==> config.mk <==
export PLATFORM = sky130hd
export DESIGN_NAME = sample_streamer
export DESIGN_NICKNAME = d
export VERILOG_FILES = /design/src/rtl/stream_pkg.sv /design/src/rtl/pace_timer.sv /design/src/rtl/sample_streamer.sv
export SDC_FILE = /design/constraint.sdc
export NUM_CORES = 1
export LEC_CHECK = 0
export ABC_AREA = 0
export BUFFER_PORTS_ARGS = -buffer_cell sky130_fd_sc_hd__buf_2
export CORE_MARGIN = 2
export CORE_UTILIZATION = 60
export DETAILED_ROUTE_END_ITERATION = 8
export PLACE_DENSITY = 0.92
export SLEW_MARGIN = 30
export SYNTH_ARGS = -nofsm -noshare
export SYNTH_HDL_FRONTEND = slang
export SYNTH_SLANG_ARGS = --single-unit
==> constraint.sdc <==
create_clock -name clk_i -period 9.8 [get_ports clk_i]
set_input_delay 1.96 -clock clk_i [delete_from_list [all_inputs] [get_ports clk_i]]
set_output_delay 1.96 -clock clk_i [all_outputs]
set_load 0.02 [all_outputs]
==> src/rtl/stream_pkg.sv <==
// Shared types and default widths for the sample streamer.
package stream_pkg;

    localparam int unsigned DefDataW = 32;
    localparam int unsigned DefAddrW = 10;
    localparam int unsigned DefDivW  = 24;

    typedef enum logic [1:0] {
        StIdle,
        StFetch,
        StCapt,
        StWait
    } state_e;

endpackage

==> src/rtl/pace_timer.sv <==
// Down-counting pacing timer: load with a period (minimum 3), expires when the count reaches 0.
module pace_timer #(
    parameter int unsigned DIV_W = 24
) (
    input  logic             clk_i,
    input  logic             rst_i,
    input  logic             load_i,
    input  logic [DIV_W-1:0] period_i,
    output logic             expire_o
);

    logic [DIV_W-1:0] count_q, count_d;

    // Loading period-1 makes expiry land on the last cycle before the next fetch.
    always_comb begin
        count_d = count_q;
        if (load_i) begin
            if (period_i < DIV_W'(3)) begin
                count_d = DIV_W'(2);
            end else begin
                count_d = period_i - DIV_W'(1);
            end
        end else if (count_q != '0) begin
            count_d = count_q - DIV_W'(1);
        end
    end

    always_ff @(posedge clk_i) begin
        if (rst_i) begin
            count_q <= '0;
        end else begin
            count_q <= count_d;
        end
    end

    assign expire_o = (count_q == '0);

endmodule

==> src/rtl/sample_streamer.sv <==
// Paced sample-memory reader feeding a shift-register receiver.
// Optional STREAM_LOOP_EN adds a loop_i port for continuous wrap-around streaming.
module sample_streamer
    import stream_pkg::*;
#(
    parameter int unsigned DATA_W = DefDataW,
    parameter int unsigned ADDR_W = DefAddrW,
    parameter int unsigned DIV_W  = DefDivW
) (
    input  logic              clk_i,
    input  logic              rst_i,
    input  logic              start_i,
`ifdef STREAM_LOOP_EN
    input  logic              loop_i,
`endif
    input  logic              abort_i,
    input  logic [DIV_W-1:0]  period_i,
    input  logic [ADDR_W:0]   length_i,
    output logic              mem_rd_o,
    output logic [ADDR_W-1:0] mem_addr_o,
    input  logic [DATA_W-1:0] mem_rdata_i,
    output logic [DATA_W-1:0] sample_o,
    output logic              sample_valid_o,
    output logic              busy_o,
    output logic              done_o
);

    state_e              state_q, state_d;
    logic [ADDR_W-1:0]   index_q, index_d;
    logic [DIV_W-1:0]    period_q, period_d;
    logic [ADDR_W:0]     length_q, length_d;
    logic [DATA_W-1:0]   sample_q, sample_d;
    logic                sample_valid_q, sample_valid_d;
    logic                done_q, done_d;
    logic                busy_q, busy_d;
    logic                load;
    logic                expire;
    logic                loop_en;
    logic [ADDR_W:0]     next_count;
    logic [DIV_W-1:0]    load_period;

`ifdef STREAM_LOOP_EN
    logic loop_q;

    always_ff @(posedge clk_i) begin
        if (rst_i) begin
            loop_q <= 1'b0;
        end else if (state_q == StIdle && start_i && !abort_i) begin
            loop_q <= loop_i;
        end
    end

    assign loop_en = loop_q;
`else
    assign loop_en = 1'b0;
`endif

    assign next_count  = {1'b0, index_q} + (ADDR_W + 1)'(1);
    // The first load happens on the same edge that latches the period.
    assign load_period = (state_q == StIdle) ? period_i : period_q;

    always_comb begin
        state_d        = state_q;
        index_d        = index_q;
        period_d       = period_q;
        length_d       = length_q;
        sample_d       = sample_q;
        sample_valid_d = 1'b0;
        done_d         = 1'b0;
        load           = 1'b0;
        if (abort_i) begin
            state_d = StIdle;
        end else begin
            unique case (state_q)
                StIdle: begin
                    if (start_i) begin
                        if (length_i != '0) begin
                            period_d = period_i;
                            length_d = length_i;
                            index_d  = '0;
                            state_d  = StFetch;
                            load     = 1'b1;
                        end else begin
                            done_d = 1'b1;
                        end
                    end
                end
                StFetch: begin
                    state_d = StCapt;
                end
                StCapt: begin
                    sample_d       = mem_rdata_i;
                    sample_valid_d = 1'b1;
                    if (next_count < length_q) begin
                        index_d = next_count[ADDR_W-1:0];
                        state_d = StWait;
                    end else begin
                        done_d = 1'b1;
                        if (loop_en) begin
                            index_d = '0;
                            state_d = StWait;
                        end else begin
                            state_d = StIdle;
                        end
                    end
                end
                StWait: begin
                    if (expire) begin
                        state_d = StFetch;
                        load    = 1'b1;
                    end
                end
                default: state_d = StIdle;
            endcase
        end
        busy_d = (state_d != StIdle);
    end

    always_ff @(posedge clk_i) begin
        if (rst_i) begin
            state_q        <= StIdle;
            index_q        <= '0;
            period_q       <= '0;
            length_q       <= '0;
            sample_q       <= '0;
            sample_valid_q <= 1'b0;
            done_q         <= 1'b0;
            busy_q         <= 1'b0;
        end else begin
            state_q        <= state_d;
            index_q        <= index_d;
            period_q       <= period_d;
            length_q       <= length_d;
            sample_q       <= sample_d;
            sample_valid_q <= sample_valid_d;
            done_q         <= done_d;
            busy_q         <= busy_d;
        end
    end

    pace_timer #(
        .DIV_W(DIV_W)
    ) u_pace_timer (
        .clk_i   (clk_i),
        .rst_i   (rst_i),
        .load_i  (load),
        .period_i(load_period),
        .expire_o(expire)
    );

    assign mem_rd_o       = (state_q == StFetch);
    assign mem_addr_o     = index_q;
    assign sample_o       = sample_q;
    assign sample_valid_o = sample_valid_q;
    assign busy_o         = busy_q;
    assign done_o         = done_q;

endmodule
==> results_dict.tcl <==
set metrics [dict create \
    regArea_um2 2120 \
    endpoint_kind "flip-flop" \
    p_leak_nw 2.87 \
    setup.worst_path.start_class "primary input" \
    clk_latency_ps 390 \
    cts_hold_buf 0 \
    post_cts_buffers 0 \
    skew_ps 13.7 \
    status "completed" \
    dpl.cell_count 961 \
    worstMarginPinSlew_ps 818 \
    ant_nets 0 \
    yosysWarnings 0 \
    peakVddDrop_v 0.000130 \
    crit_arrival_ps 4320 \
    grt_max_degree 77 \
    grt_usage_pct 26.8 \
    worst-r2r-setup-slack_ps 6030 \
    via_per_inst 5.78 \
    die_w_um 103 \
    p_int_w 0.000784 \
    synthCells 743 \
    yosysTopAreaCellShare_pct 36.1 \
    switchingPower_w 0.000487 \
    initial_utilization_pct 61.0 \
    die_area_um2 10600 \
    routed_wl_um 14100 \
    htreeDepth 3 \
    grt_pass1_vias 5010 \
    grt_antenna_before_repair 0 \
    tns_ps 0 \
    multi_input_area_um2 3520 \
    pin_count 117 \
    finalCriticalPeriod_ps 4040 \
    die_y_um 103 \
    synth_simple_gate_area_share_pct 26.5 \
    p_clk_share_pct 23.1 \
    final-instance-count-excl-fill 977 \
    wl_per_cell_um 14.4 \
    cp_data_required_time_ps 10080 \
    yosys.area.top_type "dfxtp_1" \
    coreArea_um2 9640 \
    gr-total-overflow 0 \
    setup_viol 0 \
    ys_types 67 \
    async_flop_share_pct 0 \
    drive_gt1_share_pct 20.1 \
    period_share_pct 41.2 \
    max_freq_mhz 247 \
    swShare_pct 38.3 \
    tritoncts "yes" \
    path_class "in -> reg" \
    hold_viol_final 0 \
    dpl.hpwl_um 10300 \
    fin_nets 930 \
    rsz0062_at_grt "no" \
    clockRootBuffer "clkbuf_8" \
    synth_compound_area_share_pct 17.7 \
    clk_pin_slew_ps 110 \
    clockBufferDepth 2 \
    nFillCells 784 \
    numCtsBuffers 9 \
    route.detailed.drc 0 \
    n_antenna_cell 0 \
    syn_avg_cell_area_um2 7.91 \
    synth_xor_area_share_pct 7.00 \
    slew_violations 0 \
    max-slew-margin-rel_pct 44.7 \
    numClockSinks 106 \
    synth_most_common_cell "nand2_1" \
    whs_ps 456 \
    port_buffers 116 \
    area_growth_syn_to_layout_pct 14.6 \
    synth_seq_area_share_pct 36.1 \
    p_total_w 0.00127 \
    seqPwrFrac_pct 42.1 \
    cts.repair.resized 0 \
    yosys-top-cells-area "dfxtp_1, nand2_1, a21oi_1" \
    hp-class "reg -> reg" \
    gp_congestion 0.949 \
    first_pass_iters 5 \
    synth_edf_count 0 \
    crit_fanout 6 \
    drv_cap 0 \
    fp-row-count 36 \
    synthMuxAreaShare_pct 4.13 \
    syn_nets 834 \
    synth.cell_area_um2 5880 \
    drtIter0Drc 382 \
    power_density_nw_per_um2 189 \
    ys_seq_elements 106 \
    synthFlopType "dfxtp_1" \
    synthAdderAreaFrac_pct 4.26 \
    grt_pass1_wl_um 22900 \
    vias 5644 \
    synth_top_family_by_area "simple AND/OR/NAND/NOR gates" \
    power_frac_comb_pct 34.8 \
    synth_common_cells "nand2_1, dfxtp_1, a21oi_1, nor2_1, xnor2_1" \
]
==> flip-flops by register name, summed over array words and instances (netlist names) <==
signal and flops:
busy_o 1, done_o 1, length_q 11, mem_addr_o 10
period_q 24, sample_o 32, sample_valid_o 1, state_q 2
u_pace_timer.count_q 24
==> placed cells by master, fill, tap and decap left out, drive strengths merged, types with 6 or more instances in the layout <==
| cell | count |
|---|---|
| ha | 20 |
| a221o | 6 |
| and3 | 7 |
| xor2 | 19 |
| a21oi | 92 |
| nor4b | 6 |
| a22oi | 12 |
| a31oi | 6 |
| mux2i | 22 |
| dfxtp | 106 |
| buf | 121 |
| o31ai | 6 |
| nor4 | 21 |
| clkbuf | 9 |
| nor3 | 28 |
| inv | 27 |
| nand2 | 160 |
| o21ai | 10 |
| or2 | 7 |
| or3 | 6 |
| o22ai | 7 |
| nor2 | 52 |
| nand2b | 6 |
| nand3 | 9 |
| xnor2 | 28 |
==> logic make-up (layout without fill, tap and decap cells) <==
| logic type | Yosys count | in the layout |
|---|---|---|
| xor+xnor | 47 | 47 |
| mux | 24 | 24 |
| buf+inv | 60 | 161 |
| simple gates | 321 | 321 |
| fa+ha+maj | 20 | 20 |
| compound gates | 165 | 165 |
| flops | 106 | 106 |
==> stage by stage <==
| stage | util (%) | cell area [um2] | setup WS [ps] |
|---|---|---|---|
| 2_1_floorplan | - | 5880 | 5970 |
| 3_3_place_gp | 67.6 | 6510 | 5520 |
| 3_5_place_dp | 67.6 | 6520 | 5400 |
| 4_1_cts | 69.9 | 6740 | 5810 |
| 5_1_grt | 69.9 | 6740 | 5540 |
| 6_report | 69.9 | 6740 | 5760 |
==> final cells by class <==
type / count / area share (%)
Clock buffer: 9 / 1.84
Clock inverter: 7 / 1.39
Inverter: 24 / 1.34
Multi-Input combinational cell: 577 / 52.3
Sequential cell: 106 / 31.5
Tap cell: 133 / 2.47
Timing Repair Buffer: 121 / 9.18
==> power by group through the flow <==
stage                     combinational [W]  sequential (W)  clock [W]
after detailed placement           0.000429        0.000544          0
final                              0.000443        0.000534   0.000294
after global placement             0.000424        0.000541          0
after CTS                          0.000438        0.000534   0.000296
after floorplan                    0.000347        0.000535          0
after global routing               0.000491        0.000543   0.000312
==> final timing paths <==
kind	start	endpoint	cells after the start
worst max-delay path	period_i[0]	u_pace_timer.count_q[22]$_SDFFE_PP0P_	9
worst min-delay path	sample_o[16]$_SDFFE_PP0P_	sample_o[16]$_SDFFE_PP0P_	2
worst max register to register	state_q[1]$_SDFF_PP0_	u_pace_timer.count_q[22]$_SDFFE_PP0P_	11
worst min register to register	sample_o[16]$_SDFFE_PP0P_	sample_o[16]$_SDFFE_PP0P_	2
==> metal layers <==
layer	wire length [um]	track usage, %	share of wire (%)	vias up
li1	-	-	-	2800
met1	6280	36.5	45	2587
met2	6490	42.6	46	222
met3	1030	6.37	7.3	35
met4	286	7.89	2.0	0
met5	0	0	0	-
==> worst max-delay path: stages <==
cell and delay (ps):
buf_2 120, mux2i_1 270, ha_1 280, nor4b_1 410, o221ai_1 390, nor3_1 350
o211ai_1 160, xnor2_1 270, o22ai_1 110
(Power assumes the default switching activity.)
